## src/rtl/row_dot_accum.sv

```systemverilog
// row_dot_accum
// Consumes LANES-wide row chunks from the matrix buffer and multiplies each
// accepted beat lane-wise by a weight vector. It sums the lane products,
// accumulates those sums over a programmed number of beats, and presents one
// full-precision result on a valid/ready port. Upstream has no backpressure,
// so beats the block cannot use are dropped and flagged in a sticky flag.

module row_dot_accum #(
  parameter int DATA_WIDTH = 8,
  parameter int LANES      = 3,
  parameter int MAX_BEATS  = 8,
  parameter int BEAT_W     = $clog2(MAX_BEATS + 1),
  localparam int ACC_WIDTH = 2 * DATA_WIDTH + $clog2(LANES) + BEAT_W
) (
  input  logic                             clk,
  input  logic                             rst,
  input  logic                             start,
  input  logic [BEAT_W-1:0]                beats_i,
  input  logic                             data_valid,
  input  logic [LANES-1:0][DATA_WIDTH-1:0] mem_row_i,
  input  logic [LANES-1:0][DATA_WIDTH-1:0] weight_i,
  output logic [ACC_WIDTH-1:0]             result_o,
  output logic                             result_valid,
  input  logic                             result_ready,
  output logic                             busy_o,
  output logic                             overflow_o
);

  // A per-beat lane sum is a full product width plus enough bits to add LANES products
  localparam int PSUM_W = 2 * DATA_WIDTH + $clog2(LANES);
  localparam logic [BEAT_W-1:0] MAX_BEATS_C = BEAT_W'(MAX_BEATS);

  typedef enum logic [1:0] {
    IDLE,
    ACCUM,
    HOLD
  } state_t;

  state_t                state_q, state_d;
  logic [BEAT_W-1:0]     beats_q, beats_d;
  logic [BEAT_W-1:0]     cnt_q, cnt_d;
  logic [PSUM_W-1:0]     psum_q, psum_d;
  logic                  pvalid_q, pvalid_d;
  logic                  last_q, last_d;
  logic [ACC_WIDTH-1:0]  acc_q, acc_d;
  logic [ACC_WIDTH-1:0]  result_q, result_d;
  logic                  result_valid_q, result_valid_d;
  logic                  overflow_q, overflow_d;
  logic [PSUM_W-1:0]     lane_sum;
  logic                  start_ok;

  // Unsigned lane-wise multiply of the current beat, summed at full width
  always_comb begin
    lane_sum = '0;
    for (int k = 0; k < LANES; k++) begin
      lane_sum = lane_sum + (PSUM_W'(mem_row_i[k]) * PSUM_W'(weight_i[k]));
    end
  end

  assign start_ok = start && (beats_i != '0) && (beats_i <= MAX_BEATS_C);

  // Next-state logic for the IDLE -> ACCUM -> HOLD flow and the two-stage datapath
  always_comb begin
    state_d        = state_q;
    beats_d        = beats_q;
    cnt_d          = cnt_q;
    psum_d         = psum_q;
    pvalid_d       = 1'b0;
    last_d         = 1'b0;
    acc_d          = acc_q;
    result_d       = result_q;
    result_valid_d = result_valid_q;
    overflow_d     = overflow_q;

    case (state_q)
      IDLE: begin
        if (start_ok) begin
          beats_d    = beats_i;
          acc_d      = '0;
          cnt_d      = '0;
          overflow_d = 1'b0;
          state_d    = ACCUM;
        end
      end

      ACCUM: begin
        if (data_valid) begin
          if (cnt_q < beats_q) begin
            psum_d   = lane_sum;
            pvalid_d = 1'b1;
            cnt_d    = cnt_q + BEAT_W'(1);
          end else begin
            overflow_d = 1'b1;
          end
        end
        // The counter already includes the beat whose psum is in flight, so equality marks the last one
        if (pvalid_q) begin
          acc_d = acc_q + ACC_WIDTH'(psum_q);
          if (cnt_q == beats_q) begin
            last_d = 1'b1;
          end
        end
        if (last_q) begin
          result_d       = acc_q;
          result_valid_d = 1'b1;
          state_d        = HOLD;
        end
      end

      HOLD: begin
        if (data_valid) begin
          overflow_d = 1'b1;
        end
        if (result_ready) begin
          result_valid_d = 1'b0;
          state_d        = IDLE;
        end
      end

      default: begin
        state_d = IDLE;
      end
    endcase
  end

  // State and datapath registers; reset drops everything so no partial result escapes
  always_ff @(posedge clk or posedge rst) begin
    if (rst) begin
      state_q        <= IDLE;
      beats_q        <= '0;
      cnt_q          <= '0;
      psum_q         <= '0;
      pvalid_q       <= 1'b0;
      last_q         <= 1'b0;
      acc_q          <= '0;
      result_q       <= '0;
      result_valid_q <= 1'b0;
      overflow_q     <= 1'b0;
    end else begin
      state_q        <= state_d;
      beats_q        <= beats_d;
      cnt_q          <= cnt_d;
      psum_q         <= psum_d;
      pvalid_q       <= pvalid_d;
      last_q         <= last_d;
      acc_q          <= acc_d;
      result_q       <= result_d;
      result_valid_q <= result_valid_d;
      overflow_q     <= overflow_d;
    end
  end

  assign result_o     = result_q;
  assign result_valid = result_valid_q;
  assign overflow_o   = overflow_q;
  assign busy_o       = (state_q != IDLE);

endmodule

```

## config.mk

```make
export PLATFORM = sky130hd
export DESIGN_NAME = row_dot_accum
export DESIGN_NICKNAME = d
export VERILOG_FILES = /design/src/rtl/row_dot_accum.sv
export SDC_FILE = /design/constraint.sdc
export NUM_CORES = 1
export LEC_CHECK = 0
export ABC_CLOCK_PERIOD_IN_PS = 3000
export BUFFER_PORTS_ARGS = -buffer_cell sky130_fd_sc_hd__buf_2
export CAP_MARGIN = 25
export CORE_MARGIN = 10
export CORE_UTILIZATION = 55
export DETAILED_ROUTE_END_ITERATION = 12
export PLACE_DENSITY = 0.74
export SLEW_MARGIN = 20
export SYNTH_ARGS = -nofsm -noshare
export SYNTH_HDL_FRONTEND = slang
export SYNTH_SLANG_ARGS = --single-unit
```

## constraint.sdc

```tcl
create_clock -name clk -period 3 [get_ports clk]
set_input_delay 0.6 -clock clk [delete_from_list [all_inputs] [get_ports clk]]
set_output_delay 0.6 -clock clk [all_outputs]
set_load 0.03 [all_outputs]
```

==> results.md <==
- Area share of the largest cell type after synthesis: 29.86%
- Synth area leader: fa_1
- Max-Cap Viols: 0
- Final wirelength: 25.34 mm
- Die area: 25770 um2
- Global Route met1 Usage: 24.04%
- R2R cell count: 8
- Worst-path maximum fanout: 5
- Most common cell in the synthesized netlist: inv_1
- Die height: 160.5 um
- Clock Root Buffer: clkbuf_16
- Post-Synth XOR/XNOR Area: 1.774%
- Worst-path cell chain: buf_4 > and2_1 > fa_1 > fa_1 > fa_1 > fa_1 > fa_1 > fa_1 > inv_1 > fa_1 > inv_2 > ha_4 > a21o_1 > a221o_1 > or3_1 > o21ai_2 > xor2_1 > o21ai_1
- Clock transition at path regs: 0.06 ns
- Area Growth Syn to Fin: 24.18%
- Gr usage total: 20.09%
- Startpoint types: primary input
- Status: finished with violations
- Worst stage delay on the critical path: 0.58 ns
- Setup TNS: -35.54 ns
- Gr busiest metal: met2
- Pre-CTS setup slack: -3.164 ns
- Syn. warnings: 0
- Final Critical Period: 5.726 ns
- Reg-to-reg setup timing slack: 0.48 ns
- Die X: 160.5 um
- Total number of vias: 8273
- Boundary Pins: 82
- CP arrival: 5.94 ns
- Crit path kind: in2reg
- Cells after Synth: 1148
- Worst Max-Slew Pin Slew: 1.020 ns
- RSZ-0062 raised after global routing: true
- Antenna cells: 0
- Post-synthesis async set-or-reset flop share: 100.0%
- Most used cell, CP: fa_1
- FP Rows: 51
- Required @ worst endpoint: 3.22 ns
- Area contributors post-synth: fa_1, dfrtp_1, ha_1, inv_1, and2_1
- Post-synthesis adder-cell area fraction: 44.38%
- Layout cells sized above 1: 25.71%
- Mean Syn Cell Area: 9.460 um2
- First-pass GRT wire length: 43.33 mm
- Worst setup endpoint: psum_q[14]
- Total CTS buffers: 9
- Critical path depth: 18
- Synth cell types: 59
- Hold_buf cts: 0
- DP HPWL: 21.61 mm
- Fin util: 69.30%
- Pins Over Slew Limit: 0
- Largest family of logic cells by synthesized area: adder cells
- DRT iter0 DRCs: 326
- Drt first pass iters: 5
- Slowest cell on the critical path: fa_1
- Compound-Gate Fraction of Synth Area: 8.226%
- Met2 Usage GRT: 36.39%
- Critical path buffers and inverters: 3
- Final worst slack: -2.726 ns
- Count of final hold-check violations: 0
- Largest net degree at the start of global routing: 46
- Syn Nets: 1493
- Setup-failing EPs final: 16
- Worst setup EP type: flop
- CTS H-tree lvls: 3
- RR Startpoint: psum_q[0]
- Peak Freq: 174.6 MHz
- GPL Wtd Cong: 0.9148
- EDFF count, synth: 0
- Relative slew slack: 31.63%
- Post-route ant nets: 0
- Post-DR wirelength/cell: 15.80 um
- Overflow after GRT: 0
- Clock skew: 0.007602 ns
- Vias in the first global route: 9212
- PortBufs: 81
- Worst Setup SP: mem_row_i[14]
- Synthesized flop and latch total: 76
- Delay-heaviest family, CP: adder cells
- Synth Area in Simple Gates: 16.09%
- Total Nets Final: 1678
- Clock tree sinks: 76
- Initial antenna violation count: 0
- Top FF cell, synth: dfrtp_1
- Filler cells: 1463
- Hold crit path type: in2async
- CTS tree: yes
- Vias per inst: 5.161
- Met3 usage: 2.812%
- Worst-Skew Late Latency: 0.34 ns
- Failing checks: setup timing
- DRC Markers: 0
- Mux cell area share after synthesis: 3.249%
- Starting density of the core: 55.80%
- Synth Cell Area: 10860 um2
- Worst reg2reg endpoint: acc_q[14]
- Core area: 19460 um2
- Worst-case clock buffer depth: 2
- Share of the clock period used by the worst path: 190.9%
- Post-synthesis sequential area ratio: 17.51%
- Post-synth top cells: inv_1, fa_1, nand2_1
metrics by stage:
stage / instance area (um2) / cells / hold WS (ns)
5_1_grt: 13490 / 1603 / 0.4299
2_1_floorplan: 11070 / 1148 / 0.4523
3_5_place_dp: 12510 / 1577 / 0.4678
6_report: 13490 / 1603 / 0.3671
4_1_cts: 13160 / 1599 / 0.3844
3_3_place_gp: 12510 / 1577 / 0.4580
layer usage:
layer	wire length, um	share of wire [%]
met1	10830	43
met2	13130	52
met3	916	3.6
met4	463	1.8
met5	0	0
sequential cells by signal (all words and copies together) (netlist names):
signal and flops:
acc_q 22, result_o 22, psum_q 18, beats_q 4, cnt_q 4, state_q 2, last_q 1, overflow_o 1
pvalid_q 1, result_valid 1
worst min path at each step:
stage	to	slack, ns	cells past startpoint
after detailed placement	result_o[21]	0.47	2
after global routing	state_q[1]	0.43	2
after global placement	result_o[21]	0.46	2
after CTS	state_q[1]	0.38	2
after floorplan	psum_q[0]	0.45	2
final	beats_q[2]	0.37	2
kinds of logic after synthesis:
family | after synthesis
AND/OR/NAND/NOR | 340
adder cells (fa/ha/maj) | 288
buffers and inverters | 252
AO/OA/AOI/OAI | 138
flip-flops | 76
multiplexers | 32
XOR/XNOR | 22
final cells by class:
class / count / area [um2] / area share [%]
tap: 265 / 331.6 / 2.458
clock inverter: 7 / 80.08 / 0.5937
multi-input combinational: 820 / 8538 / 63.31
clock buffer: 9 / 225.2 / 1.670
timing repair buffer: 190 / 1524 / 11.30
inverter: 236 / 885.9 / 6.568
sequential: 76 / 1902 / 14.10
repair_timing:
item,CTS,global route
buffers inserted,6,5
gates resized for setup,94,72
endpoints found under the setup margin,16,16
pin swaps,40,36
placed cells by master, fill, tap and decap left out, types with 15 or more instances in the layout:
cell type    n
dfrtp_1     76
buf_4       85
fa_1       150
buf_2       52
o21ai_0     32
and2_4      28
buf_6       44
a21oi_1     28
nand2_1    128
ha_4        21
ha_1       103
inv_2       15
mux2_2      25
nor2_1      20
inv_1      220
and2_1      99
Power is left out: the tool's default activity adds up to more than one toggle a clock period on the data nets, which glitch-free logic cannot reach.
